==> src/rtl/fetch_queue.sv <==
// Instruction fetch front end: one outstanding word read on the instruction bus,
// a small FIFO of {pc, instr} entries, and redirect handling that drains in-flight reads.
module fetch_queue #(
  parameter int          DEPTH     = 4,
  parameter logic [31:0] RESET_PC  = 32'h0000_0200,
  parameter logic [31:0] NOP_INSTR = 32'h0000_0013
) (
  input  logic        CLK,
  input  logic        nRST,
  output logic        imem_ren,
  output logic [31:0] imem_addr,
  input  logic        imem_busy,
  input  logic [31:0] imem_rdata,
  input  logic        redirect,
  input  logic [31:0] redirect_pc,
  input  logic        stall,
  output logic [31:0] instr,
  output logic [31:0] instr_pc,
  output logic        instr_valid
);

  localparam int AW = (DEPTH > 1) ? $clog2(DEPTH) : 1;
  localparam int CW = AW + 1;
  localparam logic [CW-1:0] FULL = CW'(DEPTH);

  typedef enum logic {
    RUN,
    DRAIN
  } state_t;

  state_t        state;
  logic [31:0]   fetch_pc;
  logic [31:0]   pending_pc;
  logic [AW-1:0] rd_ptr;
  logic [AW-1:0] wr_ptr;
  logic [CW-1:0] count;

  logic [31:0]   q_pc    [DEPTH];
  logic [31:0]   q_instr [DEPTH];

  logic          done;
  logic          push;
  logic          pop;
  logic [31:0]   target;

  // DRAIN always keeps the request up: fetch_pc is frozen there, so the address holds too.
  always_comb begin
    imem_ren    = nRST && ((state == DRAIN) || (count != FULL));
    imem_addr   = fetch_pc;
    done        = imem_ren && !imem_busy;
    push        = done && (state == RUN) && !redirect;
    instr_valid = (count != '0);
    pop         = instr_valid && !stall && !redirect;
    target      = redirect_pc & ~32'h3;
    instr       = instr_valid ? q_instr[rd_ptr] : NOP_INSTR;
    instr_pc    = instr_valid ? q_pc[rd_ptr]    : 32'h0;
  end

  always_ff @(posedge CLK) begin
    if (!nRST) begin
      state      <= RUN;
      fetch_pc   <= RESET_PC;
      pending_pc <= RESET_PC;
      rd_ptr     <= '0;
      wr_ptr     <= '0;
      count      <= '0;
    end else begin
      case (state)
        RUN: begin
          if (redirect) begin
            if (imem_ren && imem_busy) begin
              state      <= DRAIN;
              pending_pc <= target;
            end else begin
              fetch_pc <= target;
            end
          end else if (push) begin
            fetch_pc <= fetch_pc + 32'd4;
          end
        end
        DRAIN: begin
          // The drained word is dropped; a redirect landing on the same cycle is the newest target.
          if (done) begin
            fetch_pc <= redirect ? target : pending_pc;
            state    <= RUN;
          end else if (redirect) begin
            pending_pc <= target;
          end
        end
        default: state <= RUN;
      endcase

      if (redirect) begin
        rd_ptr <= '0;
        wr_ptr <= '0;
        count  <= '0;
      end else begin
        if (push) wr_ptr <= wr_ptr + AW'(1);
        if (pop)  rd_ptr <= rd_ptr + AW'(1);
        case ({push, pop})
          2'b10:   count <= count + CW'(1);
          2'b01:   count <= count - CW'(1);
          default: count <= count;
        endcase
      end
    end
  end

  always_ff @(posedge CLK) begin
    if (push) begin
      q_pc[wr_ptr]    <= fetch_pc;
      q_instr[wr_ptr] <= imem_rdata;
    end
  end

endmodule

==> config.mk <==
export PLATFORM = sky130hd
export DESIGN_NAME = fetch_queue
export DESIGN_NICKNAME = d
export VERILOG_FILES = /design/src/rtl/fetch_queue.sv
export SDC_FILE = /design/constraint.sdc
export NUM_CORES = 1
export LEC_CHECK = 0
export BUFFER_PORTS_ARGS = -buffer_cell sky130_fd_sc_hd__buf_4
export CAP_MARGIN = 20
export CORE_ASPECT_RATIO = 0.6
export CORE_MARGIN = 2
export CORE_UTILIZATION = 60
export DETAILED_ROUTE_END_ITERATION = 10
export PLACE_DENSITY_LB_ADDON = 0.08
export SYNTH_ARGS = -nofsm -noshare
export SYNTH_HDL_FRONTEND = slang
export SYNTH_SLANG_ARGS = --single-unit
==> constraint.sdc <==
create_clock -name CLK -period 8.2 [get_ports CLK]
set_input_delay 0.82 -clock CLK [delete_from_list [all_inputs] [get_ports CLK]]
set_output_delay 0.82 -clock CLK [all_outputs]
set_load 0.01 [all_outputs]
==> impl_metrics.json, run 1 <==
{
  "synthMuxAreaShare": 0.1106,
  "drc": 0,
  "status": "finished, final reports clean",
  "die_h_microns": 120.7,
  "areaGrowthSynthToFinish_pct": 17.51,
  "insertion_delay_ns": 0.54,
  "drtIter0Drc": 864,
  "power.internal_mw": 2.646,
  "hold_path.class": "flop to flop",
  "setup_viol": 0,
  "cp_max_fo": 52,
  "dpl.cell_count": 1367,
  "period_needed_ns": 3.889,
  "finalClockSkew_ns": 0.01316,
  "crit_path_end_kind": "output pin",
  "final_util": 0.7218,
  "p_sw_frac": 0.2146,
  "ys_warn_count": 0,
  "cp_top_family": "buffers and inverters",
  "synth_flop_cell": "edfxtp_1",
  "critPathRequiredTime_ns": 7.38,
  "die_w_microns": 198.5,
  "synth_simple_gate_area_frac": 0.1128,
  "place.gp.congestion": 0.9278,
  "power.switching_mw": 0.7230,
  "vias_per_cell": 5.975,
  "p_leak_nw": 5.446,
  "finish.net_count": 1166,
  "wl_per_cell_microns": 21.08,
  "cts_root_buffer": "clkbuf_16",
  "hold_buffers": 0,
  "synthXorXnorAreaFrac": 0.004501,
  "gr-usage-all-layers": 0.2561,
  "drtPass1Iterations": 5,
  "std_cell_rows": 42,
  "port_buffers": 164,
  "arrival_ns": 3.07,
  "critPathLaunchType": "flop",
  "fmax_mhz": 257.1,
  "cp_slowest_cell": "nor3_1",
  "cts-resized-gates": 0,
  "grt_max_degree": 65,
  "die_area_sq_mm": 0.02396,
  "htree_levels": 1,
  "synth_compound_area_frac": 0.07146,
  "finalPower_mw": 3.369,
  "synthArstFlopShare": 0,
  "min_period_over_period": 0.4743,
  "grt_pass1_wl_microns": 46290,
  "worst_slew_pin_slew_ns": 1.005,
  "synthesis.nets": 1018,
  "synth_seq_area_share": 0.6731,
  "syn_inst": 942,
  "synth_top_family_by_area": "simple AND/OR/NAND/NOR gates",
  "hpwl_microns": 18600,
  "layout-drive-gt1-share": 0.2752,
  "path_cells": "nor3_1, clkinv_1, buf_4, and2_1, buf_4",
  "pin_count": 167,
  "cts_buffer_depth": 3,
  "clk_pin_slew_ns": 0.07,
  "drv_cap": 0,
  "initial_utilization": 0.6143,
  "path_class": "flop to output pin",
  "cts_tree": "done",
  "postCtsSetupRepairBufs": 0,
  "ys_seq_elements": 330,
  "core_sq_mm": 0.02218,
  "drv_slew": 0,
  "synth_edf_count": 256,
  "synth_area_per_cell_sq_um": 14.46,
  "wirelength_microns": 29950,
  "antenna_found_initial": 0,
  "cts_sinks": 330,
  "cpMostUsedCell": "buf_4",
  "finalSetupTns_ns": 0,
  "power_density_mw_per_mm2": 210.5,
  "cp.buffers_inverters": 3,
  "grt_pass1_vias": 8105,
  "netlist_area_sq_mm": 0.01362,
  "ir_drop_uv": 174.9,
  "comb_power_share": 0.054,
  "power_frac_seq": 0.555,
  "numCtsBuffers": 29,
  "slew_headroom": 0.3298,
  "rsz0062_at_grt": "no",
  "ant_nets": 0,
  "slowest_delay_ns": 0.75,
  "p_clk_frac": 0.391,
  "gr-total-overflow": 0,
  "vias": 8490,
  "hold_viol_final": 0,
  "yosysUniqueCellTypes": 58,
  "stdcell_count": 1421,
  "hold_ws_ns": 0.4553,
  "synthAdderAreaFrac": 0.006981
}
[power groups by stage]
stage | logic (mW) | clock network (mW) | registers (mW)
2_1_floorplan | 0.0960 | 0 | 1.89
3_3_place_gp | 0.178 | 0 | 1.90
3_5_place_dp | 0.181 | 0 | 1.91
4_1_cts | 0.182 | 1.33 | 1.87
5_1_grt | 0.199 | 1.40 | 1.87
6_report | 0.182 | 1.32 | 1.87
[metrics by stage]
stage          setup WS (ns)  instance area [sq um]
4_1_cts                4.283                  16000
6_report               4.311                  16010
3_5_place_dp           4.892                  15090
2_1_floorplan          4.817                  13620
5_1_grt                4.176                  16000
3_3_place_gp           4.890                  15090
[cell families (layout without fill, tap and decap cells)]
family / count (synthesis) / after routing
AND/OR/NAND/NOR: 301 / 301
buffers and inverters: 67 / 237
AO/OA/AOI/OAI: 160 / 160
adder cells (fa/ha/maj): 7 / 7
multiplexers: 70 / 70
other: 0 / 1
flip-flops: 330 / 330
XOR/XNOR: 7 / 7
[flip-flops by register name, indices dropped and copies added, names as in the netlist, named ones only]
| name | cells |
|---|---|
| count | 3 |
| q_instr | 128 |
| imem_addr | 32 |
| state | 1 |
| q_pc | 128 |
| pending_pc | 32 |
| rd_ptr | 2 |
| wr_ptr | 2 |
[synthesized netlist by cell type (all sizes together), types with 3 or more instances]
library cell,count,area [sq um]
nor2,35,138.9
clkbuf,38,142.6
o221ai,3,26.28
edfxtp,256,7687
or4,3,26.27
buf,19,100.1
o32ai,7,61.31
nand3,18,90.09
dfxtp,74,1481
o21ai,38,193.9
nand2,119,461.7
inv,10,37.53
nor4,4,25.02
a22oi,4,30.03
mux4,64,1441
o31a,9,78.83
a211oi,3,22.52
nor3,7,35.03
a21oi,68,340.3
mux2i,5,50.05
xor2,5,43.79
and4,3,26.28
and2,71,444.2
and3,13,81.33
ha,6,75.07
o211ai,5,37.54
a31oi,9,56.30
nand4,12,75.07
or2,6,37.54
[final timing paths]
check	from	end	slack, ns	cells past startpoint
max reg2reg	state	pending_pc[29]	5.12	7
min reg2reg	pending_pc[30]	pending_pc[30]	0.46	2
min	pending_pc[30]	pending_pc[30]	0.46	2
max	count[0]	instr_pc[7]	4.31	5
[area by class of cell]
type	instances	area, sq um
timing repair buffer	174	1306
multi-input combinational	545	4189
clock buffer	40	787.0
inverter	10	37.54
fill	1448	6170
sequential	330	9175
antenna	1	2.502
clock inverter	13	123.9
tap	308	385.4
[worst register-to-register path, stage by stage, from the launching register on]
cell and delay [ns]:
dfxtp_2 0.61, buf_4 0.44, nor2_1 0.17, nor3_1 0.50
nand2_1 0.63, buf_4 0.42, nand2_1 0.10, a21oi_1 0.06
[placed cells by master, fill, tap and decap left out, types with 4 or more instances in the layout]
cell type and n:
a21oi_1 68, a22oi_1 4, a31oi_1 9, and2_1 66
and2_4 4, and3_1 13, buf_4 174, clkbuf_1 9
clkbuf_16 29, clkinv_2 5, dfxtp_1 71, edfxtp_1 256
ha_1 6, inv_1 8, mux2i_1 5, mux4_2 64
nand2_1 117, nand3_1 18, nand4_1 12, nor2_1 34
nor3_1 7, o211ai_1 5, o21ai_0 37, o31a_1 9
o32ai_1 7, or2_2 5, xor2_1 5
[per-layer routing]
metal  GRT usage  share of wire  up-vias
met4     0.05364          0.015        0
met5           0              0        -
met2      0.3822           0.44      355
li1            -              -     3904
met1      0.3955           0.45     4196
met3     0.05244          0.088       35
No activity file was read; power rests on OpenSTA's default activity.
==> inputs of run 2 (changes only) <==
--- a/config.mk
+++ b/config.mk
@@ -9,7 +9,7 @@
 export CAP_MARGIN = 20
 export CORE_ASPECT_RATIO = 0.6
 export CORE_MARGIN = 2
-export CORE_UTILIZATION = 60
+export CORE_UTILIZATION = 58
 export DETAILED_ROUTE_END_ITERATION = 10
 export PLACE_DENSITY_LB_ADDON = 0.08
 export SYNTH_ARGS = -nofsm -noshare
==> constraint.sdc (replaced) <==
create_clock -name CLK -period 3.6 [get_ports CLK]
set_input_delay 0.36 -clock CLK [delete_from_list [all_inputs] [get_ports CLK]]
set_output_delay 0.36 -clock CLK [all_outputs]
set_load 0.01 [all_outputs]
==> impl_metrics.json, run 2 (synthesis results as in run 1) <==
{
  "cp_slowest_cell": "inv_2",
  "insertion_delay_ns": 0.55,
  "hpwl_microns": 19770,
  "hold-path-endpoint": "q_instr[3][17]",
  "cts_buffer_depth": 3,
  "min_period_over_period": 0.7996,
  "die_area_sq_mm": 0.02477,
  "pin_count": 167,
  "reg_top3": "q_instr: 128 flops, q_pc: 128 flops",
  "core_sq_mm": 0.02308,
  "cp.buffers_inverters": 3,
  "arrival_ns": 2.52,
  "rsz0062_at_grt": "no",
  "path_cells": "nor3_1, buf_2, inv_2, and2_1, buf_4",
  "die_w_microns": 201.8,
  "setup_viol": 0,
  "clk_pin_slew_ns": 0.06,
  "layout-drive-gt1-share": 0.2798,
  "initial_utilization": 0.5902,
  "grt_pass1_vias": 8044,
  "r2r_setup_slack_ns": 0.73,
  "stdcell_count": 1448,
  "power_density_mw_per_mm2": 469.7,
  "cp_max_fo": 62,
  "numCtsBuffers": 30,
  "vias_per_cell": 5.965,
  "diodes": 0,
  "finish.net_count": 1186,
  "hold_viol_final": 0,
  "slowest_delay_ns": 0.73,
  "grt_pass1_wl_microns": 47500,
  "critPathLaunchType": "flop",
  "die_h_microns": 122.7,
  "crit_path_end_kind": "output pin",
  "antenna_found_initial": 0,
  "gr-usage-all-layers": 0.2515,
  "grt_max_degree": 63,
  "fillerInstances": 1576,
  "htree_levels": 1,
  "dpl.cell_count": 1388,
  "vias": 8637,
  "slew_headroom": 0.3361,
  "layout_common_cells": "edfxtp_1 (256), buf_4 (182), nand2_1 (117), dfxtp_1 (72), a21oi_1 (68)",
  "hold_ws_ns": 0.01067,
  "reg2reg_to": "count[2]",
  "finalSetupTns_ns": 0,
  "min_from": "imem_rdata[17]",
  "port_buffers": 164,
  "areaGrowthSynthToFinish_pct": 18.97,
  "fmax_mhz": 347.4,
  "worst_slew_pin_slew_ns": 0.9959,
  "hold_path.class": "primary input to flop",
  "cp_top_family": "buffers and inverters",
  "place.gp.congestion": 0.8659,
  "drc": 0,
  "ir_drop_uv": 411.7,
  "std_cell_rows": 43,
  "worstHoldPathCells": 1,
  "finalClockSkew_ns": 0.02108,
  "path_class": "flop to output pin",
  "wirelength_microns": 31300,
  "layout_commonest_cell": "edfxtp_1",
  "ant_nets": 0,
  "period_needed_ns": 2.879,
  "cts_sinks": 330,
  "status": "finished, final reports clean",
  "p_leak_nw": 5.548,
  "drtPass1Iterations": 5,
  "drv_cap": 0,
  "cts_tree": "done",
  "post_dp_cell_area_sq_mm": 0.01527,
  "gr-total-overflow": 0,
  "rr_worst_depth": 10,
  "wl_per_cell_microns": 21.61,
  "fin_area_sq_mm": 0.01621,
  "drv_slew": 0,
  "critPathRequiredTime_ns": 3.24,
  "drtIter0Drc": 767,
  "cts_root_buffer": "clkbuf_16",
  "r2r_start": "state"
}
[run 2: changes by cell type in the layout (fill, tap and decap cells not counted), sizes merged]
cell | previous run | this run
buf | 174 | 188
clkinvlp | 3 | 2
clkinv | 9 | 14
dlygate4sd3 | 0 | 5
inv | 9 | 10
clkbuf | 40 | 39
bufinv | 2 | 0
diode | 1 | 0
[run 2: power by group]
part	leakage (nW)	total (mW)	internal, mW	switching (mW)
registers	2.89	4.26	4.17	0.0877
clock network	0.431	2.91	1.58	1.33
logic	2.23	0.443	0.197	0.247
total	5.55	7.61	5.95	1.66
[run 2: routing by layer]
metal	GRT usage	wire length [microns]	vias up	part of all wire
li1	-	-	3933	-
met1	0.4032	14440	4264	0.46
met2	0.3587	13370	396	0.43
met3	0.05125	2937	44	0.094
met4	0.04963	543	0	0.017
met5	0	0	-	0
[run 2: worst reg2reg max path, cell delays in order (launching register included)]
cell     delay, ns
dfxtp_1       0.55
or4b_4        0.61
nand2_4       0.16
nor2_4        0.08
inv_2         0.14
ha_1          0.22
inv_1         0.07
fa_1          0.38
xor2_1        0.16
or3_1         0.31
a21oi_1       0.13
[run 2: how the worst max path moves through the flow]
stage | startpoint | slack [ns] | depth (start not counted) | endpoint
detailed placement | state | 0.79 | 10 | count[2]
global placement | count[0] | 0.56 | 4 | instr_pc[9]
finish | count[0] | 0.72 | 5 | instr_pc[1]
floorplan | nRST | 0.68 | 5 | q_instr[0][0]
global route | count[0] | 0.53 | 5 | instr_pc[7]
CTS | count[0] | 0.68 | 5 | instr_pc[9]
[run 2: layout make-up]
type / count / area (sq um) / area share
clock buffer: 39 / 815.8 / 0.05034
clock inverter: 16 / 71.32 / 0.004401
inverter: 10 / 37.54 / 0.002316
multi-input combinational: 545 / 4189 / 0.2585
sequential: 330 / 9176 / 0.5662
tap: 315 / 394.1 / 0.02432
timing repair buffer: 193 / 1521 / 0.09389
[run 2: metrics by stage]
step                      power [mW]  utilization  worst slack [ns]
after floorplan                4.532            -            0.6765
after global placement         4.756       0.6613            0.5581
final                          7.612       0.7021            0.7215
after detailed placement       4.769       0.6615            0.7868
after CTS                      7.631       0.7021            0.6839
after global routing           7.835       0.7021            0.5328
[run 2: what timing repair did]
item,4_1_cts,5_1_grt
buffers inserted,0,0
endpoints found under the setup margin,0,0
hold buffers,5,0
endpoints found under the hold margin,17,0
gates resized for setup,0,0
